--- config.mk ---
export PLATFORM = sky130hd
export DESIGN_NAME = binary_centroid
export DESIGN_NICKNAME = d
export VERILOG_FILES = /design/src/rtl/binary_centroid.sv
export SDC_FILE = /design/constraint.sdc
export NUM_CORES = 1
export LEC_CHECK = 0
export BUFFER_PORTS_ARGS = -buffer_cell sky130_fd_sc_hd__buf_2
export CORE_ASPECT_RATIO = 1.5
export CORE_MARGIN = 1
export CORE_UTILIZATION = 45
export CTS_BUF_LIST = sky130_fd_sc_hd__clkbuf_4 sky130_fd_sc_hd__clkbuf_8
export DETAILED_ROUTE_END_ITERATION = 8
export GPL_ROUTABILITY_DRIVEN = 0
export PLACE_DENSITY_LB_ADDON = 0.12
export RECOVER_POWER = 25
export SLEW_MARGIN = 40
export SYNTH_ARGS = -nofsm -noshare
export SYNTH_HDL_FRONTEND = slang
export SYNTH_SLANG_ARGS = --single-unit
--- constraint.sdc ---
create_clock -name clk_in -period 3.2 [get_ports clk_in]
set_input_delay 0.8 -clock clk_in [delete_from_list [all_inputs] [get_ports clk_in]]
set_output_delay 0.8 -clock clk_in [all_outputs]
set_load 0.02 [all_outputs]
--- src/rtl/binary_centroid.sv ---
// rtl/binary_centroid.sv - per-frame centroid of a binarised pixel stream
module binary_centroid #(
  parameter int HCOUNT_W = 11,
  parameter int VCOUNT_W = 10,
  parameter int COUNT_W  = 20,
  parameter int SUM_W    = 32,
  parameter int MIN_AREA = 1
) (
  input  logic                clk_in,
  input  logic                rst_in_n,
  input  logic                valid_in,
  input  logic                pixel_in,
  input  logic [HCOUNT_W-1:0] hcount_in,
  input  logic [VCOUNT_W-1:0] vcount_in,
  input  logic                new_frame_in,
  output logic [HCOUNT_W-1:0] x_out,
  output logic [VCOUNT_W-1:0] y_out,
  output logic [COUNT_W-1:0]  area_out,
  output logic                found_out,
  output logic                valid_out,
  output logic                busy_out
);

  localparam int BIT_W = $clog2(SUM_W);
  localparam logic [BIT_W-1:0] LAST_BIT = BIT_W'(SUM_W - 1);

  typedef enum logic [1:0] {
    IDLE  = 2'd0,
    DIV_X = 2'd1,
    DIV_Y = 2'd2,
    DONE  = 2'd3
  } state_t;

  state_t state, state_next;

  // running per-frame accumulators
  logic [COUNT_W-1:0] count_acc;
  logic [SUM_W-1:0]   x_acc;
  logic [SUM_W-1:0]   y_acc;

  logic               pix_hit;
  logic [COUNT_W-1:0] count_inc;
  logic [SUM_W:0]     x_wide;
  logic [SUM_W:0]     y_wide;
  logic [SUM_W-1:0]   x_inc;
  logic [SUM_W-1:0]   y_inc;
  logic               snap_found;

  // divider state: the dividend shifts out of div_q's msb while quotient bits shift in at the lsb
  logic [COUNT_W-1:0]  cnt_r;
  logic [SUM_W-1:0]    ysum_r;
  logic                found_r;
  logic [SUM_W-1:0]    div_q;
  logic [COUNT_W-1:0]  rem;
  logic [BIT_W-1:0]    bit_cnt;
  logic [HCOUNT_W-1:0] qx;

  logic [COUNT_W:0]    trial;
  logic                trial_ge;
  logic [COUNT_W-1:0]  rem_next;
  logic [SUM_W-1:0]    q_next;
  logic                last_bit;

  // saturating increments so a very busy frame pins at all-ones instead of wrapping
  always_comb begin
    pix_hit    = valid_in & pixel_in;
    count_inc  = (&count_acc) ? count_acc : count_acc + COUNT_W'(1);
    x_wide     = {1'b0, x_acc} + (SUM_W+1)'(hcount_in);
    y_wide     = {1'b0, y_acc} + (SUM_W+1)'(vcount_in);
    x_inc      = x_wide[SUM_W] ? '1 : x_wide[SUM_W-1:0];
    y_inc      = y_wide[SUM_W] ? '1 : y_wide[SUM_W-1:0];
    snap_found = (count_acc >= COUNT_W'(MIN_AREA));
  end

  // accumulate set pixels; a boundary restarts the frame, keeping a coincident pixel
  always_ff @(posedge clk_in or negedge rst_in_n) begin
    if (!rst_in_n) begin
      count_acc <= '0;
      x_acc     <= '0;
      y_acc     <= '0;
    end else if (new_frame_in) begin
      if (pix_hit) begin
        count_acc <= COUNT_W'(1);
        x_acc     <= SUM_W'(hcount_in);
        y_acc     <= SUM_W'(vcount_in);
      end else begin
        count_acc <= '0;
        x_acc     <= '0;
        y_acc     <= '0;
      end
    end else if (pix_hit) begin
      count_acc <= count_inc;
      x_acc     <= x_inc;
      y_acc     <= y_inc;
    end
  end

  // one restoring-division step: the remainder stays below the divisor, so COUNT_W bits hold it
  always_comb begin
    trial    = {rem, div_q[SUM_W-1]};
    trial_ge = (trial >= {1'b0, cnt_r});
    rem_next = trial_ge ? (trial[COUNT_W-1:0] - cnt_r) : trial[COUNT_W-1:0];
    q_next   = {div_q[SUM_W-2:0], trial_ge};
    last_bit = (bit_cnt == LAST_BIT);
  end

  // FSM state register
  always_ff @(posedge clk_in or negedge rst_in_n) begin
    if (!rst_in_n) begin
      state <= IDLE;
    end else begin
      state <= state_next;
    end
  end

  // next-state decode; boundaries seen outside IDLE are simply ignored here
  always_comb begin
    state_next = state;
    busy_out   = (state != IDLE);
    case (state)
      IDLE: begin
        if (new_frame_in) begin
          state_next = snap_found ? DIV_X : DONE;
        end
      end
      DIV_X: begin
        if (last_bit) begin
          state_next = DIV_Y;
        end
      end
      DIV_Y: begin
        if (last_bit) begin
          state_next = DONE;
        end
      end
      DONE: begin
        state_next = IDLE;
      end
      default: begin
        state_next = IDLE;
      end
    endcase
  end

  // snapshot, divide x then y on the shared datapath, and publish the result
  always_ff @(posedge clk_in or negedge rst_in_n) begin
    if (!rst_in_n) begin
      cnt_r     <= '0;
      ysum_r    <= '0;
      found_r   <= 1'b0;
      div_q     <= '0;
      rem       <= '0;
      bit_cnt   <= '0;
      qx        <= '0;
      x_out     <= '0;
      y_out     <= '0;
      area_out  <= '0;
      found_out <= 1'b0;
      valid_out <= 1'b0;
    end else begin
      valid_out <= 1'b0;
      case (state)
        IDLE: begin
          if (new_frame_in) begin
            cnt_r   <= count_acc;
            found_r <= snap_found;
            div_q   <= x_acc;
            ysum_r  <= y_acc;
            rem     <= '0;
            bit_cnt <= '0;
          end
        end
        DIV_X: begin
          bit_cnt <= last_bit ? '0 : bit_cnt + BIT_W'(1);
          if (last_bit) begin
            qx    <= q_next[HCOUNT_W-1:0];
            div_q <= ysum_r;
            rem   <= '0;
          end else begin
            div_q <= q_next;
            rem   <= rem_next;
          end
        end
        DIV_Y: begin
          bit_cnt <= last_bit ? '0 : bit_cnt + BIT_W'(1);
          div_q   <= q_next;
          rem     <= rem_next;
        end
        DONE: begin
          area_out  <= cnt_r;
          found_out <= found_r;
          valid_out <= 1'b1;
          if (found_r) begin
            x_out <= qx;
            y_out <= div_q[VCOUNT_W-1:0];
          end
        end
        default: begin
          valid_out <= 1'b0;
        end
      endcase
    end
  end

endmodule
# == After elaboration in Yosys (flattened, before gate mapping) ==
# Cells that the tools add are included.
# W data, S select, Z words.
# totals
elab_cells,74
register_bits,250
in_bits,26
out_inout_bits,44
# classes
n_addsub,5
n_reduce_logical,14
muxes,28
bitwise_logic,1
order_cmp,2
eq_ne,8
# op_table
operator,count
$mux W32,8
$mux W20,6
$pmux W32 S3,1
$pmux W20 S3,1
$add A32 B10 Y33,1
$add A32 B11 Y33,1
$ge A21 B20 Y1,1
$add A20 B1 Y20 const B,1
$ge A20 B1 Y1 const B,1
$reduce_and A20 Y1,1
$sub A20 B20 Y20,1
$reduce_and A2 Y1,6
$mux W11,1
$mux W10,1
$mux W5,2
$pmux W5 S2,1
$mux W2,4
$ne A2 B2 Y1 const B,4
$pmux W2 S4,1
$reduce_bool A2 Y1,3
$add A5 B1 Y5 const B,1
$eq A5 B5 Y1 const B,1
$eq A2 B2 Y1 const B,2
$reduce_and A3 Y1,1
6 further kinds,7

# == Logic depth before layout (Yosys ltp) ==
# depth
word_depth,4
depth_mapped,12
ltp_nobuf,11

# == Worst setup path after synthesis ==
# Ideal clock, no wire load.
# synth_path
path_kind,input to register
from,input hcount_in[0]
to,register x_acc[11]
slack_ps,-114
setup_ps,123
t_arrival_ps,3192
n_path_buf,2
t_required_ps,3077
stages,11
path_cell_list,ha_1 fa_1 a211oi_1 o21ai_1 a311o_1 a21oi_1 or3_1 clkbuf_1 buf_2 a21oi_1 o221a_2
# synth_between
elab_chain_cells,4
# synth_lines
item,line,rtl
from (decl),13,"input logic [HCOUNT_W-1:0] hcount_in,"
$add A32 B11 Y33,68,"x_wide = {1'b0, x_acc} + (SUM_W+1)'(hcount_in);"
$mux W32,70,x_inc = x_wide[SUM_W] ? '1 : x_wide[SUM_W-1:0];
$mux W32,91,end else if (pix_hit) begin
$mux W32,81,end else if (new_frame_in) begin
to (signal assigned),84,x_acc <= SUM_W'(hcount_in);
to (signal assigned),93,x_acc <= x_inc;
to (decl),38,logic [SUM_W-1:0] x_acc;
# Every way passes these cells. The select of a mux whose other input is x is not followed.
# A chain may end at the register's enable or synchronous reset.

# == Worst setup path after layout ==
# layout_path
from,register cnt_r[6]
to,register rem[5]
# layout_between
elab_chain_cells,4
# layout_lines
item,line,rtl
from (decl),50,logic [COUNT_W-1:0] cnt_r;
from (signal assigned),165,cnt_r <= count_acc;
$ge A21 B20 Y1 *,101,"trial_ge = (trial >= {1'b0, cnt_r});"
$mux W20 *,102,rem_next = trial_ge ? (trial[COUNT_W-1:0] - cnt_r) : trial[COUNT_W-1:0];
$mux W20,175,if (last_bit) begin
$pmux W20 S3 *,162,case (state)
to (signal assigned),181,rem <= rem_next;
to (signal assigned),187,rem <= rem_next;
to (decl),54,logic [COUNT_W-1:0] rem;
# Mark *: on every way between the ends. The rest lies on a longest branch, timed or not.

==> metrics.md <==
| Metric | Value |
|---|---|
| Status | finished, violations left |
| Failing checks | max-capacitance violations, max-slew violations |
| Antenna violations before repair | 0 |
| Most frequent cells in the layout | dfrtp_1 (250), o21ai_0 (144), nand2_1 (134) |
| Tightest Pin Transition | 1.91 ns |
| Reg clk slew, reported paths | 0.06 ns |
| Die width | 142 um |
| Critical path data arrival time | 3.38 ns |
| Seq cells post-synth | 250 |
| Io pins | 70 |
| Critical Path Start | cnt_r[6] |
| Number of flops mapped to enable cells by yosys | 0 |
| Post-synthesis mux area share | 0.0976 |
| Rel. slew slack | -0.273 |
| Total CTS buffers | 41 |
| CTS tree | yes |
| Synth warn | 0 |
| Skew-Pair Late Insertion Delay | 0.56 ns |
| Slew Viols, Final | 72 |
| Power Density | 445 mW/mm^2 |
| Starting Density | 0.459 |
| Port bufs | 69 |
| Routed vias | 10527 |
| Mapped Avg Cell Area | 9.93 sq um |
| Final Cycle Share | 0.909 |
| Number of global-route vias before repair | 10686 |
| XOR/XNOR Fraction of Synth Area | 0.0290 |
| Setup Crit Path Kind | flip-flop to flip-flop |
| Hold Crit Start | div_q[15] |
| RSZ-0062 raised after global routing | no |
| Diode count | 0 |
| CTS sink cnt | 250 |
| Clock tree buffer depth | 3 |
| P_leak | 7.26 nW |
| Crit Path Max Fanout | 6 |
| Post-synthesis compound-gate area fraction | 0.180 |
| Layout area overhead | 15.5% |
| CORE AREA | 0.0289 sq mm |
| Fill count | 2719 |
| Routed WL per cell | 18.0 um |
| Highest ir drop seen on vdd | 0.267 mV |
| Main combinational cell family by area after synthesis | compound AO/OA/AOI/OAI gates |
| Fmax | 0.344 GHz |
| Fin nets | 1517 |
| CP required | 3.67 ns |
| Die area | 0.0302 sq mm |
| Max H-tree Level | 2 |
| Post-DR vias/cell | 5.66 |
| Die Y | 212 um |
| Ys async rst share | 1.00 |
| Crit path time final | 2.91 ns |
| Largest net degree at the start of global routing | 79 |
| DRT antenna net count | 0 |
| Fin cells | 1859 |
| Post-synth top flop | dfrtp_1 |
| Post-synthesis cell type count | 67 |
| GRT overflow | 0 |
| Synth Instances | 1337 |
| Critical Path End Type | flip-flop |
| Post-CTS sizing | 0 |
| Register area share after synthesis | 0.471 |
| Layout cells sized above 1 | 0.228 |
| 1st-pass router iterations | 5 |
| DP Cell Count | 1785 |
| Post-detail-place hpwl | 24.1 mm |
| First-pass GRT wire length | 55.2 mm |
| Gr usage total | 0.232 |
| RR Startpoint | cnt_r[6] |
| Critical Path Start Type | flip-flop |
| Hold-fix buffers, CTS | 0 |
| Worst min path class | flip-flop to flip-flop |
| Setup Skew | 0.0163 ns |
| Fin. Hold Viols | 0 |
| Placement Rows | 76 |
| Max Cap Violations | 1 |
| Most common cell after layout, fill and taps aside | dfrtp_1 |
| Post-Syn Area | 0.0133 sq mm |
| Final setup violation count | 0 |
| Mapped Nets | 1416 |
| DR DRC count | 0 |
| Root Buffer | clkbuf_8 |
| Simple-Gate Fraction of Synth Area | 0.137 |
| Total Wirelength | 33.4 mm |
| Total negative slack | 0 ns |
| Area share of fa/ha/maj cells after synthesis | 0.0516 |
| Final core utilization | 0.531 |
| DR iter-0 viols | 561 |
| Setup repair bufs after CTS | 0 |
path summary, 6_finish.rpt:
check	endpoint	slack, ns	cells after the start
worst min-delay path	div_q[15]	0.48	2
worst min register to register	div_q[15]	0.48	2
worst max-delay path	rem[5]	0.29	11
min in group asynchronous	area_out[5]	0.75	1
worst max register to register	rem[5]	0.29	11
max in group asynchronous	x_acc[11]	0.64	2
power by group:
part           internal [mW]  switching (mW)
combinational          0.216           0.320
clock                   1.75            1.30
sequential              3.20          0.0378
total                   5.17            1.66
flip-flops by register name (all words and copies together), names as in the netlist:
register / flops
div_q: 32
x_acc: 32
y_acc: 32
ysum_r: 32
area_out: 20
cnt_r: 20
count_acc: 20
rem: 20
qx: 11
x_out: 11
y_out: 10
bit_cnt: 5
state: 2
found_out: 1
found_r: 1
valid_out: 1
layout make-up:
class | instances | area, sq um | area share
Multi-Input combinational cell | 968 | 6600 | 0.430
Inverter | 42 | 158 | 0.0103
Sequential cell | 250 | 6260 | 0.408
Tap cell | 390 | 488 | 0.0318
Clock inverter | 7 | 65.1 | 0.00424
Clock buffer | 67 | 847 | 0.0552
Timing Repair Buffer | 135 | 922 | 0.0601
through the flow:
stage | area [sq um] | power (mW) | worst slack [ns] | hold WS (ns)
6_report | 15300 | 6.83 | 0.291 | 0.481
3_5_place_dp | 14500 | 3.84 | -0.0574 | 0.472
4_1_cts | 15400 | 6.94 | 0.315 | 0.199
3_3_place_gp | 14500 | 3.83 | -0.00186 | 0.462
2_1_floorplan | 13300 | 3.60 | 0.0106 | 0.450
5_1_grt | 15300 | 7.15 | 0.0150 | 0.486
cell families after synthesis:
group                      count (synthesis)
AOI/OAI and AO/OA                        375
xor gates and xnor gates                  44
adders and majority gates                 53
buffers and inverters                    119
DFF                                      250
muxes                                    117
and+or+nand+nor                          379
metal layers:
metal  global-route usage  up-vias  part of all wire
met3               0.0385       80             0.034
met1                0.257     5188              0.39
met4               0.0975        0             0.034
li1                     -     5083                 -
met5                    0        -                 0
met2                0.434      176              0.54
worst max-delay path, cell delays in order, from the launching register on:
cell and delay (ns):
dfrtp_1 0.36, inv_1 0.06, ha_1 0.38, a21oi_1 0.21
o21ai_0 0.16, or3_1 0.36, o2111ai_1 0.31, nand2_1 0.12
a31o_2 0.36, buf_4 0.21, mux2i_1 0.12, o21ai_0 0.16
synthesized netlist by cell type (3+ instances only):
cell | instances | area, sq um
dfrtp_1 | 250 | 6260
nor2b_1 | 5 | 31.3
a21o_1 | 13 | 97.6
o2bb2ai_1 | 3 | 26.3
mux2_2 | 100 | 1130
a21oi_1 | 60 | 300
xnor2_1 | 19 | 166
o31ai_1 | 8 | 60.1
and3_1 | 24 | 150
buf_1 | 8 | 30.0
nand2_1 | 135 | 507
ha_1 | 50 | 626
a32oi_1 | 6 | 52.6
o21ai_0 | 144 | 721
nor3_1 | 27 | 135
o21a_1 | 9 | 67.6
or2_2 | 5 | 31.3
or4_1 | 3 | 22.5
o211a_1 | 8 | 80.1
nand2b_1 | 6 | 37.5
o21bai_1 | 6 | 45.0
nor4_1 | 3 | 18.8
or3_1 | 9 | 56.3
fa_1 | 3 | 60.1
a311oi_1 | 12 | 105
buf_2 | 4 | 20.0
nand4_1 | 18 | 113
a31o_2 | 8 | 70.1
a41oi_1 | 5 | 43.8
a211oi_1 | 14 | 105
a31oi_1 | 15 | 93.8
mux2i_1 | 17 | 170
inv_1 | 42 | 158
a22o_1 | 4 | 35.0
clkbuf_1 | 65 | 244
xor2_1 | 25 | 219
nand3_1 | 51 | 255
nor2_1 | 67 | 251
a22oi_1 | 31 | 233
and4_1 | 7 | 61.3
and2_1 | 12 | 75.1
(Power assumes the default switching activity.)
